**config.mk**
```make
export PLATFORM = sky130hd
export DESIGN_NAME = puf_reader_flat
export DESIGN_NICKNAME = d
export VERILOG_FILES = /design/src/rtl/puf_reader_pkg.sv /design/src/rtl/puf_reader_if.sv /design/src/rtl/puf_reader.sv /design/src/flat_wrapper.sv
export SDC_FILE = /design/constraint.sdc
export NUM_CORES = 1
export LEC_CHECK = 0
export BUFFER_PORTS_ARGS = -buffer_cell sky130_fd_sc_hd__buf_2
export CAP_MARGIN = 20
export CORE_UTILIZATION = 30
export DETAILED_ROUTE_END_ITERATION = 8
export SETUP_SLACK_MARGIN = 0.4
export SYNTH_ARGS = -nofsm -noshare
export SYNTH_HDL_FRONTEND = slang
export SYNTH_SLANG_ARGS = --single-unit
```
**constraint.sdc**
```tcl
create_clock -name clock -period 3.2 [get_ports clock]
set_input_delay 0 -clock clock [delete_from_list [all_inputs] [get_ports clock]]
set_output_delay 0 -clock clock [all_outputs]
set_load 0.05 [all_outputs]
```
**src/rtl/puf_reader_pkg.sv**
```systemverilog
// Shared defaults, derived widths and FSM state type for the PUF response reader.
package puf_reader_pkg;

    localparam int unsigned BPC        = 4;
    localparam int unsigned DBW        = 64;
    localparam int unsigned MNC        = 4096;
    localparam int unsigned RD_LAT_DEF = 1;

    localparam int unsigned NCMPS_W = $clog2(MNC) + 1;
    localparam int unsigned ADDR_W  = $clog2(MNC * BPC / DBW - 1);
    localparam int unsigned ADDW_W  = $clog2(MNC * BPC / DBW) + 1;

    typedef enum logic [2:0] {
        StIdle,
        StRun,
        StAddr,
        StHold,
        StCsum,
        StDone
    } puf_state_e;

endpackage

```
**src/rtl/puf_reader_if.sv**
```systemverilog
// Host-side response stream: one Dbw-bit word per valid/ready handshake, last-word flag.
interface puf_reader_if #(
    parameter int unsigned Dbw = 64
);
    logic [Dbw-1:0] m_data;
    logic           m_valid;
    logic           m_ready;
    logic           m_last;

    modport master (output m_data, output m_valid, output m_last, input m_ready);
    modport slave  (input m_data, input m_valid, input m_last, output m_ready);
endinterface

```
**src/rtl/puf_reader.sv**
```systemverilog
// Launches a PUF run, checks the written-word count, then streams the response memory to the host.
// Define PUF_RD_XSUM_EN to append an XOR checksum beat after the last data word.
module puf_reader
    import puf_reader_pkg::*;
#(
    parameter int unsigned Bpc    = BPC,
    parameter int unsigned Dbw    = DBW,
    parameter int unsigned Mnc    = MNC,
    parameter int unsigned RD_LAT = RD_LAT_DEF
) (
    input  logic                                clock,
    input  logic                                reset,
    input  logic                                start,
    input  logic [1:0]                          cfg_cnfa,
    input  logic                                cfg_bg,
    input  logic                                cfg_sd,
    input  logic [$clog2(Mnc):0]                cfg_ncmps,
    output logic                                busy,
    output logic                                done,
    output logic                                error,
    output logic                                puf_str,
    output logic                                BG,
    output logic                                SD,
    output logic [1:0]                          cnfa,
    output logic [$clog2(Mnc):0]                n_cmps,
    output logic [$clog2(Mnc*Bpc/Dbw-1)-1:0]    puf_addr,
    input  logic [$clog2(Mnc*Bpc/Dbw):0]        puf_addw,
    input  logic                                puf_end,
    input  logic [Dbw-1:0]                      puf_out,
    puf_reader_if.master                        host
);

    localparam int unsigned CW  = $clog2(Mnc) + 1;
    localparam int unsigned AW  = $clog2(Mnc * Bpc / Dbw - 1);
    localparam int unsigned NWW = $clog2(Mnc * Bpc / Dbw) + 1;
    localparam int unsigned CPW = Dbw / Bpc;

    puf_state_e     state_q, state_d;
    logic [AW-1:0]  addr_q, addr_d;
    logic [1:0]     lat_q, lat_d;
    logic [Dbw-1:0] data_q, data_d;
    logic [NWW-1:0] nw_q, nw_d;
    logic           err_q, err_d;
    logic           puf_end_q;
    logic [1:0]     cnfa_q, cnfa_d;
    logic           bg_q, bg_d;
    logic           sd_q, sd_d;
    logic [CW-1:0]  ncmps_q, ncmps_d;

    logic           cfg_ok;
    logic [NWW-1:0] nw_calc;
    logic           last_word;
    logic           end_rise;

    assign cfg_ok = (cfg_ncmps != '0) && (cfg_ncmps <= CW'(Mnc)) &&
                    ((cfg_ncmps % CW'(CPW)) == '0);
    assign nw_calc   = NWW'(cfg_ncmps / CW'(CPW));
    assign last_word = (NWW'(addr_q) == nw_q - NWW'(1));
    // A level already high when RUN is entered must not count as completion.
    assign end_rise  = puf_end && !puf_end_q;

`ifdef PUF_RD_XSUM_EN
    logic [Dbw-1:0] acc_q, acc_d;
`endif

    always_comb begin
        state_d = state_q;
        addr_d  = addr_q;
        lat_d   = lat_q;
        data_d  = data_q;
        nw_d    = nw_q;
        err_d   = err_q;
        cnfa_d  = cnfa_q;
        bg_d    = bg_q;
        sd_d    = sd_q;
        ncmps_d = ncmps_q;
`ifdef PUF_RD_XSUM_EN
        acc_d   = acc_q;
`endif
        unique case (state_q)
            StIdle: begin
                if (start) begin
                    cnfa_d  = cfg_cnfa;
                    bg_d    = cfg_bg;
                    sd_d    = cfg_sd;
                    ncmps_d = cfg_ncmps;
                    nw_d    = nw_calc;
`ifdef PUF_RD_XSUM_EN
                    acc_d   = '0;
`endif
                    if (cfg_ok) begin
                        err_d   = 1'b0;
                        state_d = StRun;
                    end else begin
                        err_d   = 1'b1;
                        state_d = StDone;
                    end
                end
            end
            StRun: begin
                if (end_rise) begin
                    if (puf_addw != nw_q) begin
                        err_d   = 1'b1;
                        state_d = StDone;
                    end else begin
                        addr_d  = '0;
                        lat_d   = '0;
                        state_d = StAddr;
                    end
                end
            end
            StAddr: begin
                // One extra cycle beyond RD_LAT lets a registered RAM output settle.
                if (lat_q == 2'(RD_LAT)) begin
                    data_d  = puf_out;
`ifdef PUF_RD_XSUM_EN
                    acc_d   = acc_q ^ puf_out;
`endif
                    state_d = StHold;
                end else begin
                    lat_d = lat_q + 2'd1;
                end
            end
            StHold: begin
                if (host.m_ready) begin
                    if (last_word) begin
`ifdef PUF_RD_XSUM_EN
                        state_d = StCsum;
`else
                        state_d = StDone;
`endif
                    end else begin
                        addr_d  = addr_q + AW'(1);
                        lat_d   = '0;
                        state_d = StAddr;
                    end
                end
            end
`ifdef PUF_RD_XSUM_EN
            StCsum: begin
                if (host.m_ready) begin
                    state_d = StDone;
                end
            end
`endif
            StDone: begin
                state_d = StIdle;
            end
            default: begin
                state_d = StIdle;
            end
        endcase
    end

    always_ff @(posedge clock) begin
        if (reset) begin
            state_q   <= StIdle;
            addr_q    <= '0;
            lat_q     <= '0;
            data_q    <= '0;
            nw_q      <= '0;
            err_q     <= 1'b0;
            puf_end_q <= 1'b0;
            cnfa_q    <= '0;
            bg_q      <= 1'b0;
            sd_q      <= 1'b0;
            ncmps_q   <= '0;
        end else begin
            state_q   <= state_d;
            addr_q    <= addr_d;
            lat_q     <= lat_d;
            data_q    <= data_d;
            nw_q      <= nw_d;
            err_q     <= err_d;
            puf_end_q <= puf_end;
            cnfa_q    <= cnfa_d;
            bg_q      <= bg_d;
            sd_q      <= sd_d;
            ncmps_q   <= ncmps_d;
        end
    end

`ifdef PUF_RD_XSUM_EN
    always_ff @(posedge clock) begin
        if (reset) begin
            acc_q <= '0;
        end else begin
            acc_q <= acc_d;
        end
    end

    assign host.m_valid = (state_q == StHold) || (state_q == StCsum);
    assign host.m_data  = (state_q == StCsum) ? acc_q : data_q;
    assign host.m_last  = (state_q == StCsum);
`else
    assign host.m_valid = (state_q == StHold);
    assign host.m_data  = data_q;
    assign host.m_last  = (state_q == StHold) && last_word;
`endif

    assign busy     = (state_q != StIdle);
    assign done     = (state_q == StDone);
    assign puf_str  = (state_q == StRun);
    assign error    = err_q;
    assign cnfa     = cnfa_q;
    assign BG       = bg_q;
    assign SD       = sd_q;
    assign n_cmps   = ncmps_q;
    assign puf_addr = addr_q;

endmodule

```
**src/flat_wrapper.sv**
```systemverilog
// flat-port wrapper written by rule: the top's interface ports become plain ports
module puf_reader_flat import puf_reader_pkg::*;
#(
    parameter int unsigned Bpc    = BPC,
    parameter int unsigned Dbw    = DBW,
    parameter int unsigned Mnc    = MNC,
    parameter int unsigned RD_LAT = RD_LAT_DEF
)
  (clock, reset, start, cfg_cnfa, cfg_bg, cfg_sd, cfg_ncmps, busy, done, error, puf_str, BG, SD, cnfa, n_cmps, puf_addr, puf_addw, puf_end, puf_out, host_m_data, host_m_valid, host_m_last, host_m_ready);
  puf_reader_if #(.Dbw(Dbw)) host_i ();
  input  logic clock;
  input  logic reset;
  input  logic start;
  input  logic [1:0] cfg_cnfa;
  input  logic cfg_bg;
  input  logic cfg_sd;
  input  logic [$clog2(Mnc):0] cfg_ncmps;
  output logic busy;
  output logic done;
  output logic error;
  output logic puf_str;
  output logic BG;
  output logic SD;
  output logic [1:0] cnfa;
  output logic [$clog2(Mnc):0] n_cmps;
  output logic [$clog2(Mnc*Bpc/Dbw-1)-1:0] puf_addr;
  input  logic [$clog2(Mnc*Bpc/Dbw):0] puf_addw;
  input  logic puf_end;
  input  logic [Dbw-1:0] puf_out;
  output wire logic [$bits(host_i.m_data)-1:0] host_m_data;
  output wire logic [$bits(host_i.m_valid)-1:0] host_m_valid;
  output wire logic [$bits(host_i.m_last)-1:0] host_m_last;
  input wire logic [$bits(host_i.m_ready)-1:0] host_m_ready;
  assign host_m_data = host_i.m_data;
  assign host_m_valid = host_i.m_valid;
  assign host_m_last = host_i.m_last;
  assign host_i.m_ready = host_m_ready;
  puf_reader #(.Bpc(Bpc), .Dbw(Dbw), .Mnc(Mnc), .RD_LAT(RD_LAT)) u_core (.clock(clock), .reset(reset), .start(start), .cfg_cnfa(cfg_cnfa), .cfg_bg(cfg_bg), .cfg_sd(cfg_sd), .cfg_ncmps(cfg_ncmps), .busy(busy), .done(done), .error(error), .puf_str(puf_str), .BG(BG), .SD(SD), .cnfa(cnfa), .n_cmps(n_cmps), .puf_addr(puf_addr), .puf_addw(puf_addw), .puf_end(puf_end), .puf_out(puf_out), .host(host_i));
endmodule
```
==> out/metrics.yaml, run 1 <==
status: "finished, final reports clean"
io_buffers: 189
drtIter0Drc: 224
tritoncts: "yes"
die-area_um2: 14220
grt_use_met2_pct: 32.05
finalSetupTns_ns: 0
initial_core_util_pct: 30.90
cp-start-kind: "flip-flop"
syn_nets: 630
met1_usage_pct: 21.59
fillCellCount: 1309
cp-end-kind: "flip-flop"
clk_path_buf_depth: 2
fmax_mhz: 392.8
synthCells: 532
io_pins: 190
syn_to_final_growth_pct: 54.40
async_flop_share_pct: 0
hold_path_class: "in2reg"
ys_types: 53
synth_area_um2: 4124
grtUsageTotal_pct: 18.50
fin_crit_sh_pct: 79.57
cts_sinks: 96
gp_congestion: 0.8667
htreeDepth: 3
critPathLaunch: "u_core.n_cmps[4]"
gr-total-overflow: 0
timing_worst_setup_path_type: "reg2reg"
ys_seq_area_share_pct: 46.60
synth_edf_count: 0
powerDensity_nw_per_um2: 463.8
cts_buffers: 9
synth.yosys.warnings: 0
hold_ws_ns: 0.03112
grt_max_degree: 88
root_buffer: "clkbuf_16"
diodes: 0
antenna_found_initial: 0
via_per_inst: 4.780
vias: 4613
ys_ff_latch: 96
r2r_setup_slack_ns: 0.65
finalHoldViolCount: 0
critPathArrivalTime_ns: 2.81
totalWireLength_um: 13200
grt_pass1_vias: 4468
rsz0062_at_grt: "false"
first_pass_iters: 4
skew_ns: 0.007855
core_area_um2: 13350
drc: 0
min_period_ns: 2.546
final_nets: 882
crit_path_max_fanout: 7
ff2ff_path_depth: 10
placementRows: 42
final_common_cell: "buf_2"
setup_violations: 0
max-vdd-ir-drop_mv: 0.2432
endpoint: "u_core.lat_q[1]"
wire_per_inst_um: 13.68
use_met3_pct: 4.167
grt_pass1_wl_um: 21170
worstMarginPinSlew_ns: 0.9241
leakage_nw: 2.763
synthFlopType: "dfxtp_1"
hpwl_um: 8539
dieWidth_um: 119.2
drv_slew: 0
reg2reg_to: "u_core.lat_q[1]"
grt-busiest-layer: "met2"
slew_headroom_pct: 38.40
r2r-start: "u_core.n_cmps[4]"
clk_pin_slew_worst_paths_ns: 0.07
drtAntennaViolNets: 0
syn_area_per_cell_um2: 7.752
die_height_um: 119.2
drive_above_1_share_pct: 28.64
mostFrequentLayoutCells: "buf_2 (188), nand2_1 (180), dfxtp_1 (92), a21oi_1 (90), dlygate4sd3_1 (83)"
worstPathRequired_ns: 3.47
clkLatencyLatePin_ns: 0.34
max-cap-violations: 0
## where the power goes
group	switching (W)	internal [W]	leakage, nW
combinational	0.000348	0.000238	1.84
sequential	0.0000488	0.00123	0.779
clock	0.000465	0.000627	0.145
## metal layers
layer,vias up,share of wire (%)
li1,2275,-
met1,2165,42
met2,142,50
met3,31,4.8
met4,0,3.3
met5,-,0
## critical path, cell delays in order, from the launching register on
cell	delay, ns
dfxtp_4	0.37
inv_1	0.06
ha_2	0.20
or3b_4	0.40
o31ai_4	0.19
a211o_1	0.15
and3_4	0.22
nor4_4	0.07
buf_12	0.14
or4b_1	0.52
a21oi_1	0.16
## how the worst min path moves through the flow
stage	start	to	slack, ns	cells after the start
floorplan	cfg_ncmps[5]	u_core.n_cmps[5]	0.13	2
global placement	puf_end	u_core.puf_end_q	0.23	2
detailed placement	puf_end	u_core.puf_end_q	0.23	2
CTS	host_m_ready	u_core.state_q[1]	0.02	3
global route	host_m_ready	u_core.state_q[1]	0.04	3
finish	host_m_ready	u_core.state_q[1]	0.03	3
## area by class of cell
type	count	area (um2)	area share, %
inverter	10	37.54	0.5895
clock inverter	5	56.30	0.8843
multi-input combinational	391	2057	32.30
timing repair buffer	276	1822	28.61
sequential	96	1932	30.34
clock buffer	11	242.7	3.812
tap	176	220.2	3.458
## synth_stat cells, drive strengths merged (4+ instances only)
cell / number / area [um2]
a21oi: 91 / 459.2
nand3: 8 / 40.04
inv: 10 / 37.54
and2: 4 / 25.02
o21ai: 4 / 23.77
mux2i: 7 / 70.07
dfxtp: 96 / 1922
clkbuf: 26 / 97.59
nor3: 9 / 45.04
nand2b: 8 / 50.05
nor2b: 4 / 25.02
o31ai: 4 / 30.03
nand2: 180 / 675.7
nor4: 5 / 46.29
buf: 9 / 43.79
xor2: 13 / 113.9
nor2: 12 / 45.04
nand4: 4 / 25.02
## metrics by stage
step,total power (W),setup WS [ns],instances,util (%),area (um2)
floorplan,0.001644,0.3545,532,-,4144
global placement,0.001783,0.7001,865,38.94,5197
detailed placement,0.001791,0.6297,865,38.94,5197
CTS,0.002968,0.4368,964,47.42,6330
global route,0.003085,0.4818,965,47.70,6367
finish,0.002953,0.6539,965,47.70,6367
## repair_timing
| action | in CTS | in global routing |
|---|---|---|
| setup buffers | 0 | 1 |
| hold endpoints to repair | 83 | 0 |
| endpoints found under the setup margin | 1 | 1 |
| hold buffers | 83 | 0 |
| resized for setup | 1 | 4 |
| pin swaps | 0 | 1 |
## state kept, by name, indices dropped and copies added, names as in the netlist
signal              count
u_core.host.m_data     64
u_core.puf_end_q        1
u_core.puf_addr         8
u_core.lat_q            2
u_core.cnfa             2
u_core.error            1
u_core.SD               1
u_core.BG               1
u_core.n_cmps          13
u_core.state_q          3
## cell families (layout without fill, tap and decap cells)
| kind of cell | after synthesis | count (layout) | share of synthesized area (%) |
|---|---|---|---|
| simple gates | 249 | 249 | 26.67 |
| flops | 96 | 96 | 46.60 |
| buf+inv | 45 | 302 | 4.339 |
| mux | 7 | 7 | 1.699 |
| xor+xnor | 16 | 16 | 3.398 |
| fa+ha+maj | 3 | 3 | 0.9103 |
| compound gates | 116 | 116 | 16.38 |
(Power assumes the default switching activity.)
==> inputs of run 2 (changes only) <==
Clock period 3.2 ns to 2.25 ns, I/O delays scaled along.
==> out/metrics.yaml, run 2 (synthesis results as in run 1) <==
layout_setup_ws_ns: -0.1181  # -0.7720 ns
cp-start-kind: "flip-flop"
clk_pin_slew_worst_paths_ns: 0.07  # about the same
violations: "negative setup slack"
leakage_nw: 2.987  # +8.1%
fmax_mhz: 422.3  # +7.5%
ff2ff_path_depth: 8  # -2
core_area_um2: 13350  # unchanged
io_buffers: 189  # unchanged
status: "complete, but fails checks"
use_met3_pct: 4.789  # +0.62 points
clkLatencyLatePin_ns: 0.34  # about the same
max-vdd-ir-drop_mv: 0.4079  # +68%
drtAntennaViolNets: 0  # unchanged
placementRows: 42  # unchanged
diodes: 0  # unchanged
die_height_um: 119.2  # unchanged
worstMarginPinSlew_ns: 0.9044  # -0.01970 ns
slew_headroom_pct: 39.71  # +1.3 points
io_pins: 190  # unchanged
drtIter0Drc: 199  # -11%
skew_ns: 0.008013  # +0.0001581 ns
hold_path_class: "in2reg"
min_from: "host_m_ready"
mostFrequentLayoutCells: "buf_2 (188), nand2_1 (179), dfxtp_1 (88), a21oi_1 (86), dlygate4sd3_1 (83)"
via_per_inst: 4.758  # -0.46%
cp-end-kind: "flip-flop"
grt_max_degree: 88  # unchanged
place_area_um2: 5518  # +6.2%
hold_depth: 3  # unchanged
rsz0062_at_grt: "true"
first_pass_iters: 4  # unchanged
clk_path_buf_depth: 2  # unchanged
largest_reg_flops: 64  # unchanged
final_nets: 918  # +4.1%
root_buffer: "clkbuf_16"
die-area_um2: 14220  # unchanged
setup_violations: 10  # +10
grtUsageTotal_pct: 19.43  # +0.93 points
finalPower_w: 0.004377  # +48%
design_area_um2: 6838  # +7.4%
hold_ws_ns: 0.04559  # +0.01447 ns
drv_slew: 0  # unchanged
gp_congestion: 0.8592  # -0.87%
grt_pass1_wl_um: 22100  # +4.4%
finalHoldViolCount: 0  # unchanged
max-cap-violations: 0  # unchanged
grt_use_met2_pct: 34.19  # +2.1 points
timing_worst_setup_path_type: "reg2reg"
hold_end: "u_core.state_q[1]"
worstPathRequired_ns: 2.48  # -0.99 ns
totalWireLength_um: 13820  # +4.7%
final_core_util_pct: 51.23  # +3.5 points
fillCellCount: 1250  # -4.5%
fin_crit_sh_pct: 105.2  # +26 points
crit_path_max_fanout: 6  # -1
vias: 4763  # +3.3%
grt-busiest-layer: "met2"
wire_per_inst_um: 13.81  # +0.92%
htreeDepth: 3  # unchanged
critPathArrivalTime_ns: 2.60  # -0.21 ns
antenna_found_initial: 0  # unchanged
tritoncts: "yes"
cts_buffers: 9  # unchanged
r2r_setup_slack_ns: -0.12  # -0.77 ns
hpwl_um: 8983  # +5.2%
grt_pass1_vias: 4704  # +5.3%
met1_usage_pct: 21.97  # +0.38 points
initial_core_util_pct: 30.90  # unchanged
drive_above_1_share_pct: 34.67  # +6.0 points
drc: 0  # unchanged
powerDensity_nw_per_um2: 640.1  # +38%
gr-total-overflow: 0  # unchanged
syn_to_final_growth_pct: 65.81
final_common_cell: "buf_2"
cts_sinks: 96  # unchanged
dieWidth_um: 119.2  # unchanged
reg2reg_to: "u_core.puf_addr[3]"
min_period_ns: 2.368  # -0.1780 ns
r2r-start: "u_core.n_cmps[4]"
[run 2: cell types whose count changed in the layout (fill, tap and decap cells not counted), moves of 3 or more]
cell / delta
a21oi_1: -4
buf_4: +33
buf_6: +3
dfxtp_1: -4
dfxtp_4: +3
nor3_1: -3
[run 2: metal layers]
metal	part of all wire, %	vias up
met2	50	168
met5	0	-
met1	42	2217
li1	-	2347
met3	5.7	31
met4	2.7	0
[run 2: final cells by class]
class / count / area (um2) / area share [%]
multi-input cells: 391 / 2238 / 32.74
flip-flops and latches: 96 / 1944 / 28.44
well taps: 176 / 220.2 / 3.220
repair buffers: 312 / 2103 / 30.76
clock inverters: 4 / 55.05 / 0.8051
inverters: 10 / 40.04 / 0.5855
clock buffers: 12 / 236.5 / 3.458
[run 2: worst max path at each step]
stage,start,depth (start not counted),endpoint,slack (ns)
final,u_core.n_cmps[4],8,u_core.puf_addr[3],-0.12
after CTS,u_core.n_cmps[4],9,host_m_last,-0.12
after detailed placement,u_core.n_cmps[4],8,u_core.puf_addr[0],-0.11
after global placement,u_core.n_cmps[5],9,u_core.lat_q[1],-0.06
after global routing,u_core.n_cmps[4],9,host_m_last,-0.20
after floorplan,u_core.n_cmps[7],8,u_core.lat_q[1],-0.43
[run 2: timing repair]
action	in CTS	in global routing
hold buffers	83	0
hold endpoints to repair	83	0
endpoints found under the setup margin	15	32
pin swaps	8	9
setup buffers	4	1
gates cloned	0	0
gates resized for setup	16	13
[run 2: stage by stage]
step / setup TNS, ns / std cells / setup WS [ns]
3_3_place_gp: -0.2346 / 897 / -0.06274
2_1_floorplan: -2.543 / 532 / -0.4326
5_1_grt: -1.863 / 1001 / -0.2024
4_1_cts: -0.5479 / 1000 / -0.1168
6_report: -0.9033 / 1001 / -0.1181
3_5_place_dp: -0.8982 / 897 / -0.1133
[run 2: report_power, final]
| group | leakage, nW | switching (W) | total (W) | internal, W |
|---|---|---|---|---|
| combinational | 2.07 | 0.000599 | 0.00106 | 0.000463 |
| sequential | 0.781 | 0.0000457 | 0.00179 | 0.00175 |
| clock | 0.137 | 0.000655 | 0.00152 | 0.000868 |
| total | 2.99 | 0.00130 | 0.00438 | 0.00308 |
[run 2: critical path, stage by stage, from the launching register on]
cell,delay (ns)
dfxtp_4,0.36
or4_4,0.58
or4_4,0.46
o311ai_4,0.09
a21oi_4,0.10
o311ai_4,0.31
buf_6,0.19
a21oi_2,0.06
mux2i_1,0.11
